File: src/rtl/phaser_out_pkg.sv
// rtl/phaser_out_pkg.sv - shared state codes, command kinds and parameter helpers for the output phaser
package phaser_out_pkg;

    localparam logic [1:0] ST_IDLE   = 2'd0;
    localparam logic [1:0] ST_APPLY  = 2'd1;
    localparam logic [1:0] ST_SETTLE = 2'd2;

    typedef enum logic [1:0] {
        CMD_NONE,
        CMD_LOAD,
        CMD_COARSE,
        CMD_FINE
    } cmd_e;

    function automatic int lane_w(input int n);
        return (n > 1) ? $clog2(n) : 1;
    endfunction

    function automatic bit str_true(input logic [39:0] s);
        return s == 40'("TRUE");
    endfunction

    function automatic bit str_valid(input logic [39:0] s);
        return (s == 40'("TRUE")) || (s == 40'("FALSE"));
    endfunction

endpackage

File: src/rtl/phaser_clkdiv.sv
// rtl/phaser_clkdiv.sv - divided-clock strobe with phase slip, divider reset and OSERDES reset release
module phaser_clkdiv #(
    parameter int CLKOUT_DIV = 4,
    parameter bit EN_OSR     = 1'b0
) (
    input  logic i_clk,
    input  logic i_rst,
    input  logic i_divrst,
    input  logic i_edgeadv,
    output logic o_strobe,
    output logic o_osr
);

    logic [3:0] r_cnt;
    logic       r_strobe;
    logic       r_osr;
    logic       r_seen;
    logic       w_wrap;

    // A phase slip parks the counter for one cycle, which also swallows a strobe due that cycle.
    assign w_wrap = (r_cnt == 4'(CLKOUT_DIV - 1)) && !i_edgeadv;

    always_ff @(posedge i_clk) begin
        if (i_rst || i_divrst) begin
            r_cnt    <= '0;
            r_strobe <= 1'b0;
            r_osr    <= EN_OSR;
            r_seen   <= 1'b0;
        end else begin
            r_strobe <= w_wrap;
            if (!i_edgeadv) begin
                r_cnt <= w_wrap ? '0 : r_cnt + 1'b1;
            end
            // OSERDES reset is released together with the second strobe after release.
            if (w_wrap) begin
                r_seen <= 1'b1;
                if (r_seen) begin
                    r_osr <= 1'b0;
                end
            end
        end
    end

    assign o_strobe = r_strobe;
    assign o_osr    = r_osr;

endmodule

File: src/rtl/phaser_out_lane_ctl.sv
// rtl/phaser_out_lane_ctl.sv - multi-lane fine/coarse tap controller with settle-timed command handshake
module phaser_out_lane_ctl
    import phaser_out_pkg::*;
#(
    parameter int NUM_LANES      = 4,
    parameter int FINE_W         = 6,
    parameter int COARSE_W       = 3,
    parameter int FINE_DELAY     = 0,
    parameter int COARSE_DELAY   = 0,
    parameter     COARSE_BYPASS  = "FALSE",
    parameter int CLKOUT_DIV     = 4,
    parameter int SETTLE_CYCLES  = 8,
    parameter     EN_OSERDES_RST = "FALSE"
) (
    input  logic                            SYSCLK,
    input  logic                            RST,
    input  logic [lane_w(NUM_LANES)-1:0]    LANESEL,
    input  logic                            FINEENABLE,
    input  logic                            FINEINC,
    input  logic                            COARSEENABLE,
    input  logic                            COARSEINC,
    input  logic                            COUNTERLOADEN,
    input  logic [COARSE_W+FINE_W-1:0]      COUNTERLOADVAL,
    input  logic                            COUNTERREADEN,
    input  logic                            DIVIDERST,
    input  logic                            EDGEADV,
    output logic [COARSE_W+FINE_W-1:0]      COUNTERREADVAL,
    output logic                            FINEOVERFLOW,
    output logic                            COARSEOVERFLOW,
    output logic                            BUSY,
    output logic                            OCLKDIV_EN,
    output logic                            OSERDESRST,
    output logic [NUM_LANES*FINE_W-1:0]     FINE_TAPS,
    output logic [NUM_LANES*COARSE_W-1:0]   COARSE_TAPS
);

    localparam int CNT_W  = COARSE_W + FINE_W;
    localparam int LSEL_W = lane_w(NUM_LANES);
    localparam bit BYPASS = str_true(40'(COARSE_BYPASS));
    localparam logic [FINE_W-1:0]   FINE_MAX   = '1;
    localparam logic [COARSE_W-1:0] COARSE_MAX = '1;
    localparam logic [FINE_W-1:0]   FINE_RST   = FINE_W'(FINE_DELAY);
    localparam logic [COARSE_W-1:0] COARSE_RST = BYPASS ? '0 : COARSE_W'(COARSE_DELAY);

    if (NUM_LANES < 1 || NUM_LANES > 16) begin : g_chk_lanes
        $fatal(1, "NUM_LANES must be 1..16");
    end
    if (FINE_W < 1 || COARSE_W < 1) begin : g_chk_widths
        $fatal(1, "FINE_W and COARSE_W must be at least 1");
    end
    if (FINE_DELAY < 0 || FINE_DELAY > (1 << FINE_W) - 1) begin : g_chk_fine_delay
        $fatal(1, "FINE_DELAY out of range");
    end
    if (COARSE_DELAY < 0 || COARSE_DELAY > (1 << COARSE_W) - 1) begin : g_chk_coarse_delay
        $fatal(1, "COARSE_DELAY out of range");
    end
    if (CLKOUT_DIV < 2 || CLKOUT_DIV > 16) begin : g_chk_div
        $fatal(1, "CLKOUT_DIV must be 2..16");
    end
    if (SETTLE_CYCLES < 1 || SETTLE_CYCLES > 255) begin : g_chk_settle
        $fatal(1, "SETTLE_CYCLES must be 1..255");
    end
    if (!str_valid(40'(COARSE_BYPASS)) || !str_valid(40'(EN_OSERDES_RST))) begin : g_chk_str
        $fatal(1, "COARSE_BYPASS and EN_OSERDES_RST must be \"TRUE\" or \"FALSE\"");
    end

    logic [FINE_W-1:0]   r_fine   [NUM_LANES];
    logic [COARSE_W-1:0] r_coarse [NUM_LANES];
    logic [1:0]          r_state;
    cmd_e                r_cmd;
    logic                r_dir;
    logic [LSEL_W-1:0]   r_lane;
    logic [CNT_W-1:0]    r_loadval;
    logic [7:0]          r_settle;
    logic                r_busy;
    logic                r_fine_ovf;
    logic                r_coarse_ovf;
    logic [CNT_W-1:0]    r_readval;
    logic                w_lane_ok;
    cmd_e                w_cmd;

    assign w_lane_ok = int'(LANESEL) < NUM_LANES;

    always_comb begin
        w_cmd = CMD_NONE;
        if (COUNTERLOADEN) begin
            w_cmd = CMD_LOAD;
        end else if (COARSEENABLE && !BYPASS) begin
            w_cmd = CMD_COARSE;
        end else if (FINEENABLE) begin
            w_cmd = CMD_FINE;
        end
    end

    always_ff @(posedge SYSCLK) begin
        if (RST) begin
            r_state      <= ST_IDLE;
            r_cmd        <= CMD_NONE;
            r_dir        <= 1'b0;
            r_lane       <= '0;
            r_loadval    <= '0;
            r_settle     <= '0;
            r_busy       <= 1'b0;
            r_fine_ovf   <= 1'b0;
            r_coarse_ovf <= 1'b0;
            for (int i = 0; i < NUM_LANES; i++) begin
                r_fine[i]   <= FINE_RST;
                r_coarse[i] <= COARSE_RST;
            end
        end else begin
            r_fine_ovf <= 1'b0;
            case (r_state)
                ST_IDLE: begin
                    if (w_cmd != CMD_NONE && w_lane_ok) begin
                        r_state   <= ST_APPLY;
                        r_busy    <= 1'b1;
                        r_cmd     <= w_cmd;
                        r_dir     <= (w_cmd == CMD_COARSE) ? COARSEINC : FINEINC;
                        r_lane    <= LANESEL;
                        r_loadval <= COUNTERLOADVAL;
                    end
                end
                ST_APPLY: begin
                    r_state  <= ST_SETTLE;
                    r_settle <= 8'(SETTLE_CYCLES - 1);
                    case (r_cmd)
                        CMD_LOAD: begin
                            r_fine[r_lane] <= r_loadval[FINE_W-1:0];
                            if (!BYPASS) begin
                                r_coarse[r_lane] <= r_loadval[CNT_W-1:FINE_W];
                            end
                            r_coarse_ovf <= 1'b0;
                        end
                        CMD_COARSE: begin
                            // A saturated step changes nothing but still flags and settles.
                            if (r_dir ? (r_coarse[r_lane] == COARSE_MAX) : (r_coarse[r_lane] == '0)) begin
                                r_coarse_ovf <= 1'b1;
                            end else begin
                                r_coarse[r_lane] <= r_dir ? r_coarse[r_lane] + 1'b1 : r_coarse[r_lane] - 1'b1;
                                r_coarse_ovf     <= 1'b0;
                            end
                        end
                        CMD_FINE: begin
                            r_fine[r_lane] <= r_dir ? r_fine[r_lane] + 1'b1 : r_fine[r_lane] - 1'b1;
                            r_fine_ovf     <= r_dir ? (r_fine[r_lane] == FINE_MAX) : (r_fine[r_lane] == '0);
                        end
                        default: ;
                    endcase
                end
                ST_SETTLE: begin
                    if (r_settle == '0) begin
                        r_state <= ST_IDLE;
                        r_busy  <= 1'b0;
                    end else begin
                        r_settle <= r_settle - 1'b1;
                    end
                end
                default: r_state <= ST_IDLE;
            endcase
        end
    end

    // Reads bypass the handshake; a read in the update cycle sees the old value.
    always_ff @(posedge SYSCLK) begin
        if (RST) begin
            r_readval <= '0;
        end else if (COUNTERREADEN && w_lane_ok) begin
            r_readval <= {r_coarse[LANESEL], r_fine[LANESEL]};
        end
    end

    for (genvar g = 0; g < NUM_LANES; g++) begin : g_taps
        assign FINE_TAPS[g*FINE_W +: FINE_W]       = r_fine[g];
        assign COARSE_TAPS[g*COARSE_W +: COARSE_W] = r_coarse[g];
    end

    phaser_clkdiv #(
        .CLKOUT_DIV (CLKOUT_DIV),
        .EN_OSR     (str_true(40'(EN_OSERDES_RST)))
    ) u_clkdiv (
        .i_clk     (SYSCLK),
        .i_rst     (RST),
        .i_divrst  (DIVIDERST),
        .i_edgeadv (EDGEADV),
        .o_strobe  (OCLKDIV_EN),
        .o_osr     (OSERDESRST)
    );

    assign COUNTERREADVAL = r_readval;
    assign FINEOVERFLOW   = r_fine_ovf;
    assign COARSEOVERFLOW = r_coarse_ovf;
    assign BUSY           = r_busy;

endmodule

File: config.mk
export PLATFORM = sky130hd
export DESIGN_NAME = phaser_out_lane_ctl
export DESIGN_NICKNAME = d
export VERILOG_FILES = /design/src/rtl/phaser_out_pkg.sv /design/src/rtl/phaser_clkdiv.sv /design/src/rtl/phaser_out_lane_ctl.sv
export SDC_FILE = /design/constraint.sdc
export NUM_CORES = 1
export LEC_CHECK = 0
export CAP_MARGIN = 20
export CORE_UTILIZATION = 50
export CTS_CLUSTER_SIZE = 20
export DETAILED_ROUTE_END_ITERATION = 6
export PLACE_DENSITY = 0.76
export SLEW_MARGIN = 20
export SYNTH_ARGS = -nofsm -noshare
export SYNTH_HDL_FRONTEND = slang
export SYNTH_SLANG_ARGS = --single-unit
File: constraint.sdc
create_clock -name SYSCLK -period 4.1 [get_ports SYSCLK]
set_clock_uncertainty 0.2 [all_clocks]
set_input_delay 0.41 -clock SYSCLK [delete_from_list [all_inputs] [get_ports SYSCLK]]
set_output_delay 0.41 -clock SYSCLK [all_outputs]
set_load 0.01 [all_outputs]
==> metrics <==
status=finished, final reports clean; Longest Clk Path Bufs=2; Final Hold Slack=0.253 ns; GR Util met1=31.1%; TNS Setup=0 ns; relative slew slack=51.8%; Post-Syn Nets=416; placement-stage cell area=4800 um2; asr flop ratio synth=0%; number of synthesized flops with an enable pin=36; most frequent cells in the layout=clkdlybuf4s50_1 (69), nor2_1 (65), dfxtp_1 (43); worst min-delay path category=reg2reg; cell total after placement=537; core area=7770 um2; Starting Density=52.2%; Setup Fix Bufs, Post-CTS=0; Crit. End Element=register; row cnt=32; YS warnings=0; fin area=5040 um2; Total GRT Usage=24.4%; syn avg cell area=10.6 um2; layout net count=478; DR vias=3205; period utilization=83.4%; area of the die=8470 um2; fmax=292 MHz; initial antenna violation count=0; post-route ant nets=0; FF-to-FF End=r_fine[0][5]$_SDFFCE_PN0P_; Starting DRT DRC Count=245; # hold bufs at CTS=0; vias in the first global route=3029; sequential share of the synthesized area=47.9%; worst reg-to-reg setup slack=0.68 ns; flops & latches, synth=79; crit path time final=3.42 ns; Most Crowded Layer GR=met2; crit-path max FO=9; Area growth, synth to finish=24.3%; Worst Path Arrival=3.33 ns; final WL=9730 um; DRT Pass-1 Iters=5; Worst-Margin Slew=0.721 ns; Worst Setup Start Kind=register; maximum vdd ir drop=0.000202 V; most common cell after layout, fill and taps aside=clkdlybuf4s50_1; # DRC=0; Cells after Synth=384; die width=92.0 um; n_diodes=0; # setup viols final=0; number of max-cap violations=0; Worst Path Required=4.00 ns; global-route wire length before repair=15600 um; routability cong.=0.869; CTS root buf=clkbuf_8; LEAKAGE=1.79 nW; Vert. Die Dim=92.0 um; RSZ-0062 raised after global routing=no; PwrDens=405 nW/um2; post_cts resized=0; pin count of the biggest net entering global routing=38; Routed WL per cell=17.6 um; layout cells sized above 1=8.65%; H-tree depth=3; I/O pins=71; R2R cell count=7; clk sinks=79; Primary FF master, synth=dfxtp_1; Cell Count, Final, Fillers Out=553; Final Max Slew Viols=0; post-synth design cell area=4050 um2; critical path type=reg2reg; port bufs=69; M3 GR Usage=2.90%; Clock Pin Slew Worst Setup and Hold Paths=0.08 ns; met2 Use GR=41.9%; CTS tree=done; CTS Buf Count=9; Fin. Hold Viols=0; Synth cell types=54; FILL cells=618; Hold Crit Start=r_loadval[7]$_SDFFE_PP0P_; clock insertion delay at the later pin of the skew report=0.36 ns; DP Wirelength=7020 um; sink of the worst hold path=r_loadval[7]$_SDFFE_PP0P_; global route overflow=0; routed vias/inst=5.80; Total Power=2.04 mW; WHS Path Cells=2
==> per-stage QoR <==
step	setup slack, ns	util (%)
after detailed placement	0.752	61.8
after global placement	0.762	61.8
final	0.680	64.8
after global routing	0.549	64.8
after CTS	0.724	64.8
after floorplan	1.14	-
==> power by group <==
group	switching [mW]	total, mW	leakage (nW)	internal (mW)
clock	0.286	0.689	0.110	0.403
sequential	0.0465	0.919	0.725	0.872
combinational	0.239	0.432	0.952	0.194
total	0.572	2.04	1.79	1.47
==> logic make-up after synthesis <==
group,synth area share (%)
AOI/OAI and AO/OA,10.5
xor gates and xnor gates,1.51
adders and majority gates,3.77
buffers and inverters,3.40
DFF,47.9
muxes,14.5
other,0.0926
and+or+nand+nor,18.4
==> sequential cells by signal, summed over array words and instances, names as in the netlist, named ones only <==
register	cells
r_cmd	2
u_clkdiv.r_cnt	4
r_settle	8
BUSY	1
u_clkdiv.o_strobe	1
r_coarse	12
COUNTERREADVAL	9
r_lane	2
r_dir	1
r_state	2
COARSEOVERFLOW	1
FINEOVERFLOW	1
r_loadval	9
r_fine	24
==> worst max-delay path by stage <==
| stage | cells past startpoint | endpoint | slack (ns) | startpoint |
|---|---|---|---|---|
| CTS | 7 | r_fine[0][5]$_SDFFCE_PN0P_ | 0.72 | register |
| global placement | 7 | r_fine[3][5]$_DFFE_PP_ | 0.76 | register |
| finish | 7 | r_fine[0][5]$_SDFFCE_PN0P_ | 0.68 | register |
| floorplan | 8 | r_fine[0][5]$_SDFFCE_PN0P_ | 1.14 | register |
| detailed placement | 7 | r_fine[0][5]$_SDFFCE_PN0P_ | 0.75 | register |
| global route | 7 | r_fine[3][5]$_DFFE_PP_ | 0.55 | register |
==> synth_stat cells (all sizes together) (3+ instances only) <==
master / instances / area share, %
nand2: 33 / 3.1
nor3: 11 / 1.4
nor3b: 3 / 0.56
nor4: 3 / 0.83
a31oi: 5 / 0.77
inv: 12 / 1.1
clkbuf: 15 / 1.4
nand2b: 8 / 1.2
o21bai: 5 / 0.93
mux4: 18 / 10
mux2i: 15 / 3.7
dfxtp: 43 / 21
or2: 4 / 0.62
nor2b: 5 / 0.77
xor2: 4 / 0.86
buf: 6 / 0.90
or3: 3 / 0.46
ha: 9 / 2.8
a21oi: 24 / 3.0
nand4: 3 / 0.46
a41oi: 3 / 1.0
edfxtp: 36 / 27
o21ai: 7 / 0.86
or4: 3 / 0.56
and2: 3 / 0.53
nand3: 7 / 0.86
a211oi: 7 / 1.3
nor2: 65 / 6.0
xnor2: 3 / 0.65
==> routing by layer <==
layer  up-vias  wire length, um
li1       1530                -
met1      1532             4070
met2       129             4970
met3        14              544
met4         0              144
met5         -                0
==> critical path: stages, from the launching register on <==
cell and delay, ns:
dfxtp_1 0.67, mux4_1 0.70, ha_1 0.34, and2_1 0.18, a221o_1 0.35, or3_1 0.37
a41oi_2 0.28, nor2_1 0.07
==> cell type report <==
cell class | instances | area [um2] | share of cell area, %
inverter | 12 | 45.0 | 0.894
timing repair buffer | 72 | 713 | 14.2
clock buffer | 10 | 128 | 2.53
sequential | 79 | 1940 | 38.6
clock inverter | 6 | 109 | 2.16
multi-input combinational | 272 | 1970 | 39.2
tap | 102 | 128 | 2.53
Note: power is estimated with default switching activity, not from simulation.
